[src/rtl/unzip_fork_if.sv]
// Handshake bundle for the unzip fork: one interleaved input stream and
// two per-lane output streams with their occupancy levels.
interface unzip_fork_if #(
    parameter int W  = 8,
    parameter int AW = 2
);
    logic             s_valid;
    logic             s_ready;
    logic [2*W-1:0]   s_data;
    logic             swap;

    logic             a_valid;
    logic             a_ready;
    logic [W-1:0]     a_data;
    logic [AW:0]      a_level;

    logic             b_valid;
    logic             b_ready;
    logic [W-1:0]     b_data;
    logic [AW:0]      b_level;

    // Producer of input words and consumer of both lanes
    modport master (
        output s_valid, s_data, swap, a_ready, b_ready,
        input  s_ready, a_valid, a_data, a_level, b_valid, b_data, b_level
    );

    // The fork itself
    modport slave (
        input  s_valid, s_data, swap, a_ready, b_ready,
        output s_ready, a_valid, a_data, a_level, b_valid, b_data, b_level
    );
endinterface

[src/rtl/unzip_fork_fifo_sync.sv]
// Single-clock FIFO for one output lane. Occupancy is held in its own
// counter so full and empty are never confused when pointers coincide.
module fifo_sync #(
    parameter int W     = 8,
    parameter int DEPTH = 4,
    parameter int AW    = 2
) (
    input  logic          clock,
    input  logic          reset_n,
    input  logic          push,
    input  logic [W-1:0]  din,
    input  logic          ready,
    output logic          valid,
    output logic [W-1:0]  dout,
    output logic [AW:0]   level
);
    localparam logic [AW:0] FULL_LVL = (AW+1)'(DEPTH);

    logic [W-1:0]  mem [DEPTH];
    logic [AW-1:0] wr_ptr_reg;
    logic [AW-1:0] rd_ptr_reg;
    logic [AW:0]   level_reg;
    logic [AW:0]   level_next;
    logic          push_ok;
    logic          pop_ok;

    // Pops on an empty lane and pushes into a full lane are ignored
    assign pop_ok  = ready && (level_reg != '0);
    assign push_ok = push && (level_reg != FULL_LVL);

    // Occupancy follows push/pop; simultaneous push and pop keep it steady
    always_comb begin
        level_next = level_reg;
        case ({push_ok, pop_ok})
            2'b10:   level_next = level_reg + (AW+1)'(1);
            2'b01:   level_next = level_reg - (AW+1)'(1);
            default: level_next = level_reg;
        endcase
    end

    // Pointer and level state; reset discards all buffered entries
    always_ff @(posedge clock or negedge reset_n) begin
        if (!reset_n) begin
            wr_ptr_reg <= '0;
            rd_ptr_reg <= '0;
            level_reg  <= '0;
        end else begin
            if (push_ok) wr_ptr_reg <= wr_ptr_reg + AW'(1);
            if (pop_ok)  rd_ptr_reg <= rd_ptr_reg + AW'(1);
            level_reg <= level_next;
        end
    end

    // Storage is not reset; contents only matter while valid is high
    always_ff @(posedge clock) begin
        if (push_ok) mem[wr_ptr_reg] <= din;
    end

    // Head word is a mux on the registered read pointer, no fall-through
    assign dout  = mem[rd_ptr_reg];
    assign valid = (level_reg != '0);
    assign level = level_reg;
endmodule

[src/rtl/unzip_fork_unzip.sv]
// Combinational bit deinterleaver: even-indexed input bits form one
// half, odd-indexed bits form the other.
module unzip #(
    parameter int W = 8
) (
    input  logic [2*W-1:0] din,
    output logic [W-1:0]   even,
    output logic [W-1:0]   odd
);
    genvar gi;
    generate
        for (gi = 0; gi < W; gi++) begin : g_bit
            assign even[gi] = din[2*gi];
            assign odd[gi]  = din[2*gi+1];
        end
    endgenerate
endmodule

[src/rtl/unzip_fork.sv]
// Streaming fork for the bit deinterleaver: each accepted 2W-bit word is
// split into two W-bit halves that are pushed together into two lane FIFOs.
module unzip_fork #(
    parameter int W     = 8,
    parameter int DEPTH = 4,
    parameter int AW    = 2
) (
    input  logic        clock,
    input  logic        reset_n,
    unzip_fork_if.slave bus
);
    localparam logic [AW:0] FULL_LVL = (AW+1)'(DEPTH);

    generate
        if ((DEPTH != (1 << AW)) || (DEPTH < 2)) begin : g_param_check
            $error("unzip_fork: DEPTH must be 2**AW and at least 2");
        end
    endgenerate

    logic [W-1:0] even_bits;
    logic [W-1:0] odd_bits;
    logic [W-1:0] a_din;
    logic [W-1:0] b_din;
    logic [AW:0]  a_level;
    logic [AW:0]  b_level;
    logic         s_ready;
    logic         push;

    unzip #(.W(W)) u_unzip (
        .din  (bus.s_data),
        .even (even_bits),
        .odd  (odd_bits)
    );

    // Lane mapping chosen per word: swap sends odd bits to A, even to B
    always_comb begin
        a_din = even_bits;
        b_din = odd_bits;
        if (bus.swap) begin
            a_din = odd_bits;
            b_din = even_bits;
        end
    end

    // Accept only when both lanes have room so a word is never split;
    // depends on registered levels only, never on the lane readies
    assign s_ready = (a_level != FULL_LVL) && (b_level != FULL_LVL);
    assign push    = bus.s_valid && s_ready;

    fifo_sync #(.W(W), .DEPTH(DEPTH), .AW(AW)) u_fifo_a (
        .clock   (clock),
        .reset_n (reset_n),
        .push    (push),
        .din     (a_din),
        .ready   (bus.a_ready),
        .valid   (bus.a_valid),
        .dout    (bus.a_data),
        .level   (a_level)
    );

    fifo_sync #(.W(W), .DEPTH(DEPTH), .AW(AW)) u_fifo_b (
        .clock   (clock),
        .reset_n (reset_n),
        .push    (push),
        .din     (b_din),
        .ready   (bus.b_ready),
        .valid   (bus.b_valid),
        .dout    (bus.b_data),
        .level   (b_level)
    );

    assign bus.s_ready = s_ready;
    assign bus.a_level = a_level;
    assign bus.b_level = b_level;
endmodule

[src/flat_wrapper.sv]
// flat-port wrapper written by rule: the top's interface ports become plain ports
module unzip_fork_flat 
#(
    parameter int W     = 8,
    parameter int DEPTH = 4,
    parameter int AW    = 2
)
  (clock, reset_n, bus_s_valid, bus_s_data, bus_swap, bus_a_ready, bus_b_ready, bus_s_ready, bus_a_valid, bus_a_data, bus_a_level, bus_b_valid, bus_b_data, bus_b_level);
  unzip_fork_if #(.W(W), .AW(AW)) bus_i ();
  input  logic clock;
  input  logic reset_n;
  input wire logic [$bits(bus_i.s_valid)-1:0] bus_s_valid;
  input wire logic [$bits(bus_i.s_data)-1:0] bus_s_data;
  input wire logic [$bits(bus_i.swap)-1:0] bus_swap;
  input wire logic [$bits(bus_i.a_ready)-1:0] bus_a_ready;
  input wire logic [$bits(bus_i.b_ready)-1:0] bus_b_ready;
  output wire logic [$bits(bus_i.s_ready)-1:0] bus_s_ready;
  output wire logic [$bits(bus_i.a_valid)-1:0] bus_a_valid;
  output wire logic [$bits(bus_i.a_data)-1:0] bus_a_data;
  output wire logic [$bits(bus_i.a_level)-1:0] bus_a_level;
  output wire logic [$bits(bus_i.b_valid)-1:0] bus_b_valid;
  output wire logic [$bits(bus_i.b_data)-1:0] bus_b_data;
  output wire logic [$bits(bus_i.b_level)-1:0] bus_b_level;
  assign bus_i.s_valid = bus_s_valid;
  assign bus_i.s_data = bus_s_data;
  assign bus_i.swap = bus_swap;
  assign bus_i.a_ready = bus_a_ready;
  assign bus_i.b_ready = bus_b_ready;
  assign bus_s_ready = bus_i.s_ready;
  assign bus_a_valid = bus_i.a_valid;
  assign bus_a_data = bus_i.a_data;
  assign bus_a_level = bus_i.a_level;
  assign bus_b_valid = bus_i.b_valid;
  assign bus_b_data = bus_i.b_data;
  assign bus_b_level = bus_i.b_level;
  unzip_fork #(.W(W), .DEPTH(DEPTH), .AW(AW)) u_core (.clock(clock), .reset_n(reset_n), .bus(bus_i));
endmodule
[config.mk]
export PLATFORM = sky130hd
export DESIGN_NAME = unzip_fork_flat
export DESIGN_NICKNAME = d
export VERILOG_FILES = /design/src/rtl/unzip_fork_if.sv /design/src/rtl/unzip_fork_fifo_sync.sv /design/src/rtl/unzip_fork_unzip.sv /design/src/rtl/unzip_fork.sv /design/src/flat_wrapper.sv
export SDC_FILE = /design/constraint.sdc
export NUM_CORES = 1
export LEC_CHECK = 0
export BUFFER_PORTS_ARGS = -buffer_cell sky130_fd_sc_hd__clkbuf_2
export CAP_MARGIN = 20
export CORE_MARGIN = 2
export CORE_UTILIZATION = 55
export CTS_BUF_LIST = sky130_fd_sc_hd__clkbuf_4
export CTS_CLUSTER_DIAMETER = 60
export DETAILED_ROUTE_END_ITERATION = 10
export PLACE_DENSITY = 0.74
export SETUP_SLACK_MARGIN = 0.5
export SYNTH_ARGS = -nofsm -noshare
export SYNTH_HDL_FRONTEND = slang
export SYNTH_SLANG_ARGS = --single-unit
export TNS_END_PERCENT = 100
[constraint.sdc]
create_clock -name clock -period 4.05 [get_ports clock]
set_input_delay 1.215 -clock clock [delete_from_list [all_inputs] [get_ports clock]]
set_output_delay 1.215 -clock clock [all_outputs]
set_load 0.05 [all_outputs]
==> qor.yml <==
clkLatencyLatePin_ps: 410
start_util_pct: 56.6
cts_buffer_depth: 2
r2r_slack_ps: 1800
dieHeight_microns: 82.1
clkTransAtPathRegs_ps: 110
critPathArrivalTime_ps: 1990
antenna_found_initial: 0
cp_slowest_cell: "dfrtp_1"
die_w_microns: 82.1
worst_r2r_endpoint: "u_core.u_fifo_b.level[1]"
grt_max_degree: 17
wl_per_cell_microns: 17.8
crit_family: "flip-flops"
worstPathCellList: "mux4_2, clkbuf_2"
reg2reg_from: "u_core.u_fifo_a.level[0]"
fin_ws_ps: 848
syn_area_sq_mm: 0.00335
cp-end-kind: "output pin"
dr.pass1.iters: 4
grt_use_total_pct: 18.9
hold_end: "u_core.u_fifo_a.wr_ptr_reg[1]"
place_worst_setup_slack_ps: 1100
cts_tree: "done"
first_global_vias: 1813
top_regs: "u_core.u_fifo_a.mem: 32 flops, u_core.u_fifo_b.mem: 32 flops"
ys_types: 23
hp-start: "u_core.u_fifo_a.wr_ptr_reg[1]"
fp-row-count: 28
numPortBuffers: 46
rr_worst_depth: 7
num_vias: 1685
max_slew_margin_pct: 60.1
tns_ps: 0
crit_path_max_fanout: 10
whs_ps: 581
routed_wl_microns: 5500
via_per_inst: 5.45
max_stage_delay_ps: 740
max_freq_mhz: 312
setup_viol: 0
dieArea_sq_mm: 0.00673
worst-path-buf-inv: 1
hold_violations: 0
postCtsHoldBufs: 0
cap_violations: 0
crit_path_start_kind: "flip-flop"
layout.nets: 263
drive_above_1_share_pct: 39.7
required_ps: 2830
synthCells: 179
grt-busiest-layer: "met2"
synth_fp_nets: 213
numCtsBuffers: 9
grt_pass1_wl_microns: 8850
ctsRootBufferMaster: "clkbuf_4"
drc_errors: 0
hp-class: "flip-flop to flip-flop"
cts_sinks: 78
io_pins: 47
gp_congestion: 0.707
cts_resized: 0
fin_worst_skew_ps: 12.3
crit_type: "flip-flop to output pin"
use_met3_pct: 3.96
grt-ovfl-total: 0
yosysWarnings: 0
htreeDepth: 3
avgSynthCellArea_sq_um: 18.7
worstSetupPathDepth: 2
num_antenna_cells: 0
met1_usage_pct: 23.3
ys_seq_area_share_pct: 67.8
holdPathStages: 1
synth_seq_cells: 78
core_sq_mm: 0.00592
postRouteAntennaNets: 0
outcome: "finished, final reports clean"
hpwl_microns: 3830
grt_setup_unrepaired: "false"
period_minus_slack_ps: 3200
gr-usage-met2_pct: 31.2
post_cts.repair.setup_buffers: 0
fin_area_sq_mm: 0.00379
fin_crit_sh_pct: 79.1
tightest_slew_ps: 598
placed_area_sq_mm: 0.00364
syn_to_final_growth_pct: 13.0
first_iter_violations: 89
drv_slew: 0
metal layers:
metal	part of all wire (%)	vias to the layer above
li1	-	780
met2	50	55
met3	4.8	15
met5	0	-
met4	3.0	0
met1	42	835
worst register-to-register path: cells and delay by family (launching register included):
kind,cells,cell delay (ps)
compound gates,2,770
buf+inv,2,170
simple gates,1,100
fa+ha+maj,2,650
flops,1,480
cell families (layout without fill, tap and decap cells):
| kind of cell | count (synthesis) | after routing | synth area share, % |
|---|---|---|---|
| buf+inv | 20 | 75 | 2.61 |
| compound gates | 5 | 5 | 1.68 |
| flops | 78 | 78 | 67.8 |
| fa+ha+maj | 12 | 12 | 4.93 |
| mux | 35 | 35 | 17.1 |
| xor+xnor | 12 | 12 | 3.14 |
| simple gates | 17 | 17 | 2.73 |
cell usage in the layout, fill, tap and decap left out, drive strengths merged:
| cell type | netlist | layout |
|---|---|---|
| a22oi | 1 | 1 |
| inv | 13 | 13 |
| a221oi | 1 | 1 |
| mux4 | 16 | 16 |
| and2 | 8 | 8 |
| clkbuf | 0 | 56 |
| edfxtp | 64 | 64 |
| or3 | 2 | 2 |
| bufinv | 0 | 2 |
| mux2i | 1 | 1 |
| clkinv | 0 | 4 |
| xnor2 | 6 | 6 |
| ha | 10 | 10 |
| o31a | 2 | 2 |
| xor2 | 6 | 6 |
| o21ai | 1 | 1 |
| nor2 | 4 | 4 |
| nand2 | 3 | 3 |
| mux2 | 18 | 18 |
| fa | 2 | 2 |
| dfrtp | 14 | 14 |
how the worst max path moves through the flow:
stage,start,end,slack (ps)
6_report,u_core.u_fifo_a.rd_ptr_reg[0],bus_a_data[6],850
5_1_grt,u_core.u_fifo_a.rd_ptr_reg[0],bus_a_data[6],720
4_1_cts,u_core.u_fifo_a.rd_ptr_reg[0],bus_a_data[6],770
3_5_place_dp,bus_s_valid,u_core.u_fifo_b.level[2],1100
3_3_place_gp,bus_s_valid,u_core.u_fifo_b.level[2],1210
2_1_floorplan,u_core.u_fifo_a.level[0],bus_s_ready,1160
cell usage after synthesis:
| cell | instances | share of area (%) |
|---|---|---|
| or3_1 | 2 | 0.37 |
| fa_1 | 2 | 1.2 |
| a22oi_1 | 1 | 0.22 |
| a221oi_4 | 1 | 0.78 |
| nor2_2 | 1 | 0.19 |
| xor2_1 | 6 | 1.6 |
| ha_1 | 10 | 3.7 |
| mux2_2 | 16 | 5.4 |
| mux2i_1 | 1 | 0.30 |
| and2_1 | 8 | 1.5 |
| inv_1 | 13 | 1.5 |
| nand2_1 | 3 | 0.34 |
| dfrtp_1 | 14 | 10 |
| mux2_1 | 2 | 0.67 |
| nor2_1 | 3 | 0.34 |
| xnor2_1 | 6 | 1.6 |
| buf_2 | 4 | 0.60 |
| buf_1 | 2 | 0.22 |
| edfxtp_1 | 64 | 57 |
| o21ai_0 | 1 | 0.15 |
| o31a_1 | 2 | 0.52 |
| mux4_2 | 16 | 11 |
| buf_6 | 1 | 0.34 |
cell type report:
class                   count  area, sq um
repair buffers             46          230
multi-input cells          81          991
well taps                  75         93.8
clock buffers              10         75.1
flip-flops and latches     78         2270
fillers                   442         2130
clock inverters             6         76.3
inverters                  13         48.8
per-stage QoR:
step                      cells  utilization [%]
final                       309             64.0
after global placement      293             61.4
after CTS                   309             64.0
after floorplan             179                -
after detailed placement    293             61.4
after global routing        309             64.0
Power is not shown: default switching activity piles up to over one toggle a cycle in this logic, so the estimate is an artifact.
